**config.mk**
```make
export PLATFORM = sky130hd
export DESIGN_NAME = dense_2_sequencer
export DESIGN_NICKNAME = d
export VERILOG_FILES = /design/src/rtl/dense_2_sequencer.sv
export SDC_FILE = /design/constraint.sdc
export NUM_CORES = 1
export LEC_CHECK = 0
export CORE_ASPECT_RATIO = 0.8
export CORE_MARGIN = 4
export CORE_UTILIZATION = 25
export CTS_BUF_LIST = sky130_fd_sc_hd__clkbuf_2 sky130_fd_sc_hd__clkbuf_4 sky130_fd_sc_hd__clkbuf_8
export CTS_CLUSTER_SIZE = 16
export DETAILED_ROUTE_END_ITERATION = 6
export GPL_TIMING_DRIVEN = 1
export PLACE_DENSITY = 0.52
export REMOVE_ABC_BUFFERS = 1
export SKIP_CTS_REPAIR_TIMING = 1
export SLEW_MARGIN = 20
export SYNTH_ARGS = -nofsm -noshare
export SYNTH_HDL_FRONTEND = slang
export SYNTH_SLANG_ARGS = --single-unit
```
**constraint.sdc**
```tcl
create_clock -name clk -period 3.2 [get_ports clk]
set_input_delay 0.8 -clock clk [delete_from_list [all_inputs] [get_ports clk]]
set_output_delay 0.8 -clock clk [all_outputs]
set_load 0.1 [all_outputs]
```
**src/rtl/dense_2_sequencer.sv**
```systemverilog
// Second dense layer sequencer: streams the weight ROM and feature buffer in lockstep,
// multiply-accumulates one output neuron at a time and hands each sum out on valid/ready.
module dense_2_sequencer #(
    parameter int NUM_IN            = 169,
    parameter int NUM_OUT           = 3,
    parameter int addressWidthDense = 10,
    parameter int featAddrWidth     = 8,
    parameter int dataWidthDense    = 8,
    parameter int ACC_W             = 32,
    parameter int offset_ent        = 1,
    parameter int offset_fil        = 0,
    localparam int IDX_W = (NUM_OUT > 1) ? $clog2(NUM_OUT) : 1
) (
    input  logic                                clk,
    input  logic                                rst_n,
    input  logic                                start,
    output logic                                busy,
    output logic                                done,
    output logic                                rom_en,
    output logic        [addressWidthDense-1:0] rom_addr,
    input  logic signed [dataWidthDense-1:0]    rom_rdata,
    output logic                                feat_en,
    output logic        [featAddrWidth-1:0]     feat_addr,
    input  logic signed [dataWidthDense-1:0]    feat_rdata,
    output logic                                out_valid,
    input  logic                                out_ready,
    output logic        [IDX_W-1:0]             out_idx,
    output logic signed [ACC_W-1:0]             out_acc
);

    localparam int EXT_W  = dataWidthDense + 2;
    localparam int PROD_W = 2 * EXT_W;

    localparam logic [2:0] S_IDLE  = 3'd0;
    localparam logic [2:0] S_FETCH = 3'd1;
    localparam logic [2:0] S_DRAIN = 3'd2;
    localparam logic [2:0] S_OUT   = 3'd3;
    localparam logic [2:0] S_DONE  = 3'd4;

    localparam logic [featAddrWidth-1:0]     LAST_K = featAddrWidth'(NUM_IN - 1);
    localparam logic [IDX_W-1:0]             LAST_N = IDX_W'(NUM_OUT - 1);
    localparam logic [featAddrWidth-1:0]     ONE_F  = featAddrWidth'(1);
    localparam logic [addressWidthDense-1:0] ONE_A  = addressWidthDense'(1);
    localparam logic [IDX_W-1:0]             ONE_N  = IDX_W'(1);

    function automatic logic signed [EXT_W-1:0] add_offset(
        input logic signed [dataWidthDense-1:0] v,
        input int                               off
    );
        logic [EXT_W-1:0] ext;
        ext = {{2{v[dataWidthDense-1]}}, v};
        return ext + EXT_W'(off);
    endfunction

    function automatic logic signed [PROD_W-1:0] mac_term(
        input logic signed [dataWidthDense-1:0] f,
        input logic signed [dataWidthDense-1:0] w
    );
        logic signed [EXT_W-1:0]  fe;
        logic signed [EXT_W-1:0]  we;
        logic signed [PROD_W-1:0] p;
        fe = add_offset(f, offset_ent);
        we = add_offset(w, offset_fil);
        p  = fe * we;
        return p;
    endfunction

    function automatic logic signed [ACC_W-1:0] sext_acc(input logic signed [PROD_W-1:0] p);
        return {{(ACC_W - PROD_W){p[PROD_W-1]}}, p};
    endfunction

    logic [2:0]                      r_state;
    logic [IDX_W-1:0]                r_neuron;
    logic                            r_drain;
    logic                            r_busy;
    logic                            r_done;
    logic                            r_rom_en;
    logic                            r_feat_en;
    logic [addressWidthDense-1:0]    r_rom_addr;
    logic [featAddrWidth-1:0]        r_feat_addr;
    logic                            r_out_valid;
    logic [IDX_W-1:0]                r_out_idx;
    logic                            r_vld_p0;
    logic                            r_vld_p1;
    logic signed [PROD_W-1:0]        r_prod_p1;
    logic signed [ACC_W-1:0]         r_acc;
    logic                            w_hs;
    logic                            w_fetch_go;

    assign w_hs       = (r_state == S_OUT) && out_ready;
    assign w_fetch_go = ((r_state == S_IDLE) && start) || (w_hs && (r_neuron != LAST_N));

    always_ff @(posedge clk or negedge rst_n) begin
        if (!rst_n) begin
            r_state     <= S_IDLE;
            r_neuron    <= '0;
            r_drain     <= 1'b0;
            r_busy      <= 1'b0;
            r_done      <= 1'b0;
            r_rom_en    <= 1'b0;
            r_feat_en   <= 1'b0;
            r_rom_addr  <= '0;
            r_feat_addr <= '0;
            r_out_valid <= 1'b0;
            r_out_idx   <= '0;
        end else begin
            r_done <= 1'b0;
            case (r_state)
                S_IDLE: begin
                    if (start) begin
                        r_state     <= S_FETCH;
                        r_busy      <= 1'b1;
                        r_rom_en    <= 1'b1;
                        r_feat_en   <= 1'b1;
                        r_rom_addr  <= '0;
                        r_feat_addr <= '0;
                        r_neuron    <= '0;
                    end
                end
                S_FETCH: begin
                    if (r_feat_addr == LAST_K) begin
                        r_state   <= S_DRAIN;
                        r_rom_en  <= 1'b0;
                        r_feat_en <= 1'b0;
                        r_drain   <= 1'b0;
                    end else begin
                        r_rom_addr  <= r_rom_addr + ONE_A;
                        r_feat_addr <= r_feat_addr + ONE_F;
                    end
                end
                S_DRAIN: begin
                    if (r_drain) begin
                        r_state     <= S_OUT;
                        r_out_valid <= 1'b1;
                        r_out_idx   <= r_neuron;
                    end else begin
                        r_drain <= 1'b1;
                    end
                end
                S_OUT: begin
                    if (out_ready) begin
                        r_out_valid <= 1'b0;
                        if (r_neuron == LAST_N) begin
                            r_state <= S_DONE;
                            r_done  <= 1'b1;
                            r_busy  <= 1'b0;
                        end else begin
                            // Weights are neuron-major, so the next neuron starts right after the last address
                            r_state     <= S_FETCH;
                            r_neuron    <= r_neuron + ONE_N;
                            r_rom_en    <= 1'b1;
                            r_feat_en   <= 1'b1;
                            r_rom_addr  <= r_rom_addr + ONE_A;
                            r_feat_addr <= '0;
                        end
                    end
                end
                S_DONE:  r_state <= S_IDLE;
                default: r_state <= S_IDLE;
            endcase
        end
    end

    // Stage p0: read data is on rom_rdata/feat_rdata one cycle after the enables
    always_ff @(posedge clk or negedge rst_n) begin
        if (!rst_n) begin
            r_vld_p0 <= 1'b0;
            r_vld_p1 <= 1'b0;
        end else begin
            r_vld_p0 <= r_rom_en;
            r_vld_p1 <= r_vld_p0;
        end
    end

    // Stage p1: offset-adjusted product
    always_ff @(posedge clk) begin
        if (r_vld_p0) begin
            r_prod_p1 <= mac_term(feat_rdata, rom_rdata);
        end
    end

    // Stage p2: accumulate, wrapping modulo 2^ACC_W
    always_ff @(posedge clk or negedge rst_n) begin
        if (!rst_n) begin
            r_acc <= '0;
        end else if (w_fetch_go) begin
            r_acc <= '0;
        end else if (r_vld_p1) begin
            r_acc <= r_acc + sext_acc(r_prod_p1);
        end
    end

    assign busy      = r_busy;
    assign done      = r_done;
    assign rom_en    = r_rom_en;
    assign rom_addr  = r_rom_addr;
    assign feat_en   = r_feat_en;
    assign feat_addr = r_feat_addr;
    assign out_valid = r_out_valid;
    assign out_idx   = r_out_idx;
    assign out_acc   = r_acc;

endmodule

```
==> results.py, run 1 <==
metrics = {
    "timing": {
        "hold_violations": 0,
        "tns_ps": -16060,
        "fin_crit_ps": 4930,
        "finalSetupViolCount": 13,
        "tightestPinTransition_ps": 759,
        "rsz0062_at_grt": "yes",
        "setup_ws_ps": -1730,
        "drv_slew": 0,
        "clock_skew_ps": 14.7,
        "fmax_mhz": 203,
        "relSlewSlack_pct": 49.4,
        "min_period_over_period_pct": 154,
    },
    "setup_path": {
        "r2r_end": "out_acc[28]$_DFFE_PN0P_",
        "r2r-start": "out_acc[0]$_DFFE_PN0P_",
        "crit_arrival_ps": 5050,
        "criticalPathCategory": "input pin to register",
        "rr_worst_depth": 9,
        "cp_common_cell": "fa_1",
        "worst-r2r-setup-slack_ps": 340,
        "cp_slowest_cell": "fa_1",
        "max_stage_delay_ps": 530,
        "critPathMaxFanout": 3,
        "cp_num_buf_inv": 5,
        "path_cells": "buf_6, and3_4, and3_4, nand3_4, xnor2_2, buf_4, nand2_2, fa_1, inv_2, fa_1, fa_1, inv_2, fa_1, inv_1, ha_2, or3_4, o21ai_2, a21oi_2, a211oi_4, a21oi_2, xnor2_1",
        "worstPathRequired_ps": 3320,
        "critPathLaunchType": "input pin",
        "critPathTopFamily": "adder cells",
        "endpoint_kind": "register",
    },
    "floorplan": {
        "core.rowCount": 58,
        "die_w_um": 208,
        "die_area_mm2": 0.0349,
        "initial_core_util_pct": 25.4,
        "die_y_um": 168,
        "num_io_pins": 77,
        "core-area_mm2": 0.0315,
    },
    "final_layout": {
        "fin_nets": 1150,
        "n_antenna_cell": 0,
        "areaGrowthSynthToFinish_pct": 27.4,
        "layout-drive-gt1-share_pct": 25.7,
        "final_cell_area_mm2": 0.0102,
        "final_util_pct": 32.3,
    },
    "clock_network": {
        "clock_sinks": 81,
        "cts_buffers": 9,
        "htreeDepth": 3,
        "clk_path_buf_depth": 2,
        "clk_latency_ps": 370,
        "cts_tree": "yes",
        "clk_pin_slew_ps": 90,
        "cts-root-buf": "clkbuf_8",
    },
    "logic_synthesis": {
        "ys_seq_area_share_pct": 26.4,
        "yosysWarnings": 0,
        "syn-instance-count": 857,
        "ys.flop_type": "dfrtp_1",
        "synth_cell_types": 75,
        "syn_area_mm2": 0.00799,
        "syn_avg_cell_area_um2": 9.32,
        "synth_enable_flop_cells": 17,
        "yosys_register_bits": 81,
        "async_flop_share_pct": 79.0,
    },
    "routing": {
        "firstDrtPassIters": 7,
        "drt_iter0_markers": 241,
        "wl_per_cell_um": 13.7,
        "wl_um": 19500,
        "drc": 0,
        "via_per_inst": 4.48,
        "drtAntennaViolNets": 0,
        "num_vias": 6382,
    },
    "global_routing": {
        "grt_first_pass_wirelength_um": 32100,
        "grt_start_max_net_pins": 27,
        "antenna_found_initial": 0,
        "overflow": 0,
        "grt_usage_pct": 10.8,
        "first_global_vias": 6273,
    },
    "placed_design": {
        "placed_area_mm2": 0.00954,
        "post-dp-hpwl_um": 15700,
        "pre_cts_ws_ps": -2780,
        "gp_congestion": 0.847,
        "port_buffers": 76,
    },
    "outcome": {
        "failed_checks": "setup timing",
        "status": "finished with violations",
    },
    "min_path": {
        "hold_class": "input pin to async pin",
    },
    "flow_run": {
        "max_cap_violations": 0,
    },
}
layout make-up:
cell class / instances / area [um2]
Clock inverter: 6 / 66.3
Sequential cell: 81 / 2110
Inverter: 96 / 360
Multi-Input combinational cell: 655 / 5690
Fill cell: 3310 / 21300
Clock buffer: 10 / 131
Timing Repair Buffer: 158 / 1290
Tap cell: 420 / 526
metal layers:
metal / global-route usage, % / vias up / wire length, um / share of wire, %
met5: 0 / - / 0 / 0
met4: 1.91 / 0 / 123 / 0.63
met3: 1.55 / 8 / 569 / 2.9
met2: 17.2 / 96 / 8790 / 45
met1: 15.9 / 3066 / 10000 / 51
li1: - / 3212 / - / -
through the flow:
| stage | hold WS, ps | instances |
|---|---|---|
| floorplan | 479 | 832 |
| detailed placement | 487 | 1402 |
| finish | 412 | 1426 |
| CTS | 407 | 1418 |
| global route | 440 | 1426 |
| global placement | 488 | 1402 |
registers in the layout, indices dropped and copies added (netlist names):
register   count
done           1
busy           1
feat_addr      8
out_valid      1
feat_en        1
r_neuron       2
r_drain        1
r_vld_p0       1
out_idx        2
rom_addr      10
r_state        3
r_prod_p1     17
r_vld_p1       1
out_acc       32
cells in the mapped netlist, types with 17 or more instances:
library cell | number | share of area, %
edfxtp_1 | 17 | 6.4
o21ai_0 | 35 | 2.2
nand2_1 | 65 | 3.1
xnor2_1 | 37 | 4.1
dfrtp_1 | 64 | 20
nor2b_1 | 20 | 1.6
fa_1 | 62 | 16
and2_1 | 29 | 2.3
inv_1 | 95 | 4.5
ha_1 | 67 | 10
nand2b_1 | 19 | 1.5
nand3_1 | 21 | 1.3
xor2_1 | 20 | 2.2
a21oi_1 | 44 | 2.8
mux2i_1 | 21 | 2.6
nor2_1 | 63 | 3.0
cells by family (layout without fill, tap and decap cells):
| family | count (synthesis) | after routing | share of synthesized area [%] |
|---|---|---|---|
| AO/OA/AOI/OAI | 161 | 161 | 13.4 |
| XOR/XNOR | 57 | 57 | 6.25 |
| adder cells (fa/ha/maj) | 129 | 129 | 26.0 |
| buffers and inverters | 121 | 270 | 6.58 |
| flip-flops | 81 | 81 | 26.4 |
| multiplexers | 24 | 24 | 3.05 |
| AND/OR/NAND/NOR | 284 | 284 | 18.2 |
worst max-delay path by stage:
| stage | startpoint | to | slack [ps] | depth (start not counted) |
|---|---|---|---|---|
| 2_1_floorplan | feat_rdata[2] | r_prod_p1[16]$_DFFE_PP_ | -2240 | 18 |
| 3_3_place_gp | feat_rdata[2] | r_prod_p1[16]$_DFFE_PP_ | -2720 | 20 |
| 4_1_cts | feat_rdata[3] | r_prod_p1[16]$_DFFE_PP_ | -2370 | 20 |
| 5_1_grt | feat_rdata[4] | r_prod_p1[16]$_DFFE_PP_ | -1890 | 21 |
| 6_report | feat_rdata[4] | r_prod_p1[16]$_DFFE_PP_ | -1730 | 21 |
| 3_5_place_dp | feat_rdata[3] | r_prod_p1[16]$_DFFE_PP_ | -2780 | 20 |
cell usage in the layout, fill, tap and decap left out, types with 4 or more instances in the layout:
| cell type | instances |
|---|---|
| nand3_1 | 17 |
| xnor2_1 | 35 |
| a211o_1 | 4 |
| nand2b_1 | 17 |
| ha_4 | 11 |
| a21oi_1 | 34 |
| mux2i_1 | 21 |
| dlymetal6s2s_1 | 6 |
| nor2b_1 | 16 |
| edfxtp_1 | 17 |
| buf_4 | 133 |
| and2_1 | 26 |
| o21a_1 | 6 |
| nand4_1 | 12 |
| fa_1 | 59 |
| a21oi_2 | 11 |
| clkbuf_8 | 9 |
| clkdlybuf4s50_1 | 7 |
| o211ai_1 | 6 |
| nor3_1 | 13 |
| inv_1 | 80 |
| nand2_1 | 62 |
| a21o_1 | 14 |
| ha_1 | 55 |
| and3_1 | 7 |
| dfrtp_1 | 64 |
| buf_6 | 7 |
| nand2_2 | 4 |
| a211oi_1 | 9 |
| xor2_1 | 19 |
| inv_2 | 16 |
| o21ai_0 | 33 |
| a31oi_1 | 5 |
| nor2_1 | 60 |
| nor3b_1 | 4 |
| o21bai_1 | 5 |
Power of run 1 is not shown: default switching activity piles up to over one toggle a cycle in this logic, so the estimate is an artifact.
==> run 2: changes to the inputs <==
Settings changed: TNS_END_PERCENT set to 10.
==> run 2 against run 1 <==
Net effect:
- the run still ends with setup timing left
- critical path type unchanged
- sequential share of layout area up 0.066 points
- global-route usage unchanged
- highest routed layer unchanged
- clock skew hardly changed
==> results.py, run 2 (synthesis gave the netlist of run 1 again) <==
metrics = {
    "routing": {
        "wl_um": 19400,
        "via_per_inst": 4.47,
        "wl_per_cell_um": 13.6,
        "drtAntennaViolNets": 0,
        "drc": 0,
        "num_vias": 6381,
        "drt_iter0_markers": 269,
        "firstDrtPassIters": 7,
    },
    "timing": {
        "hold_violations": 0,
        "clock_skew_ps": 14.5,
        "fin_crit_ps": 4910,
        "min_period_over_period_pct": 154,
        "finalSetupViolCount": 13,
        "fmax_mhz": 204,
        "tightestPinTransition_ps": 757,
        "setup_ws_ps": -1710,
        "drv_slew": 0,
        "relSlewSlack_pct": 49.5,
        "rsz0062_at_grt": "yes",
    },
    "clock_network": {
        "clk_pin_slew_ps": 90,
        "cts-root-buf": "clkbuf_8",
        "cts_tree": "yes",
        "clk_latency_ps": 370,
        "cts_buffers": 9,
        "clock_sinks": 81,
        "clk_path_buf_depth": 2,
        "htreeDepth": 3,
    },
    "global_routing": {
        "grt_usage_pct": 10.8,
        "antenna_found_initial": 0,
        "grt_start_max_net_pins": 27,
        "first_global_vias": 6273,
        "grt_first_pass_wirelength_um": 32100,
        "overflow": 0,
    },
    "final_layout": {
        "layout-drive-gt1-share_pct": 24.8,
        "nFillCells": 3309,
        "fin_cells": 1426,
        "fin_nets": 1150,
        "mostFrequentLayoutCells": "buf_4, inv_1, dfrtp_1, nand2_1, nor2_1",
        "largest_reg_flops": 32,
        "areaGrowthSynthToFinish_pct": 27.0,
        "n_antenna_cell": 0,
        "final_cell_area_mm2": 0.0101,
        "final_common_cell": "buf_4",
    },
    "floorplan": {
        "num_io_pins": 77,
        "core.rowCount": 58,
        "initial_core_util_pct": 25.4,
        "core-area_mm2": 0.0315,
        "die_w_um": 208,
        "die_y_um": 168,
        "die_area_mm2": 0.0349,
    },
    "setup_path": {
        "worstPathRequired_ps": 3320,
        "criticalPathCategory": "input pin to register",
        "endpoint_kind": "register",
        "r2r-start": "out_acc[0]$_DFFE_PN0P_",
        "crit_arrival_ps": 5040,
        "critPathLaunchType": "input pin",
        "worst-r2r-setup-slack_ps": 340,
        "critPathMaxFanout": 3,
        "rr_worst_depth": 9,
        "r2r_end": "out_acc[28]$_DFFE_PN0P_",
    },
    "flow_run": {
        "max_cap_violations": 0,
    },
    "placed_design": {
        "gp_congestion": 0.847,
        "port_buffers": 76,
        "pre_cts_ws_ps": -2780,
        "post-dp-hpwl_um": 15700,
        "placedCellCount": 1402,
        "placed_area_mm2": 0.00954,
    },
    "outcome": {
        "status": "finished with violations",
        "failed_checks": "setup timing",
    },
    "min_path": {
        "hold_class": "input pin to async pin",
    },
}
==> run 2: how the worst max path moves through the flow <==
stage,startpoint,end,slack (ps),cells after the start
final,feat_rdata[4],r_prod_p1[16]$_DFFE_PP_,-1710,21
after global routing,feat_rdata[4],r_prod_p1[16]$_DFFE_PP_,-1890,21
after CTS,feat_rdata[3],r_prod_p1[16]$_DFFE_PP_,-2370,20
after detailed placement,feat_rdata[3],r_prod_p1[16]$_DFFE_PP_,-2780,20
after global placement,feat_rdata[2],r_prod_p1[16]$_DFFE_PP_,-2720,20
after floorplan,feat_rdata[2],r_prod_p1[16]$_DFFE_PP_,-2240,18
==> run 2: layout make-up <==
| cell class | instances | area, um2 | share of cell area (%) |
|---|---|---|---|
| inverters | 96 | 360 | 3.55 |
| clock buffers | 10 | 131 | 1.29 |
| multi-input cells | 655 | 5670 | 55.8 |
| well taps | 420 | 526 | 5.18 |
| clock inverters | 6 | 66.3 | 0.654 |
| flip-flops and latches | 81 | 2110 | 20.8 |
| repair buffers | 158 | 1280 | 12.7 |
==> run 2: critical path: stages <==
cell and delay, ps:
buf_6 70, and3_4 190, and3_4 210, nand3_4 80
xnor2_2 200, buf_4 150, nand2_2 50, fa_1 520
inv_2 40, fa_1 480, fa_1 510, inv_2 40
fa_1 520, inv_1 40, ha_2 180, or3_4 330
o21ai_2 70, a21oi_2 70, a211oi_4 280, a21oi_2 90
xnor2_1 130
==> run 2: stage by stage <==
step | TNS [ps] | hold WS, ps | util, %
floorplan | -19980 | 479 | -
global placement | -29160 | 488 | 30.3
detailed placement | -29500 | 487 | 30.3
CTS | -23900 | 407 | 30.9
global route | -18310 | 440 | 32.2
finish | -16090 | 405 | 32.2
==> run 2: per-layer routing <==
metal,part of all wire (%),vias up,global-route usage (%)
met4,0.74,0,1.91
met1,52,3058,15.9
met2,45,99,17.2
li1,-,3214,-
met3,2.9,10,1.55
met5,0,-,0
Power of run 2 is left out for the same reason.
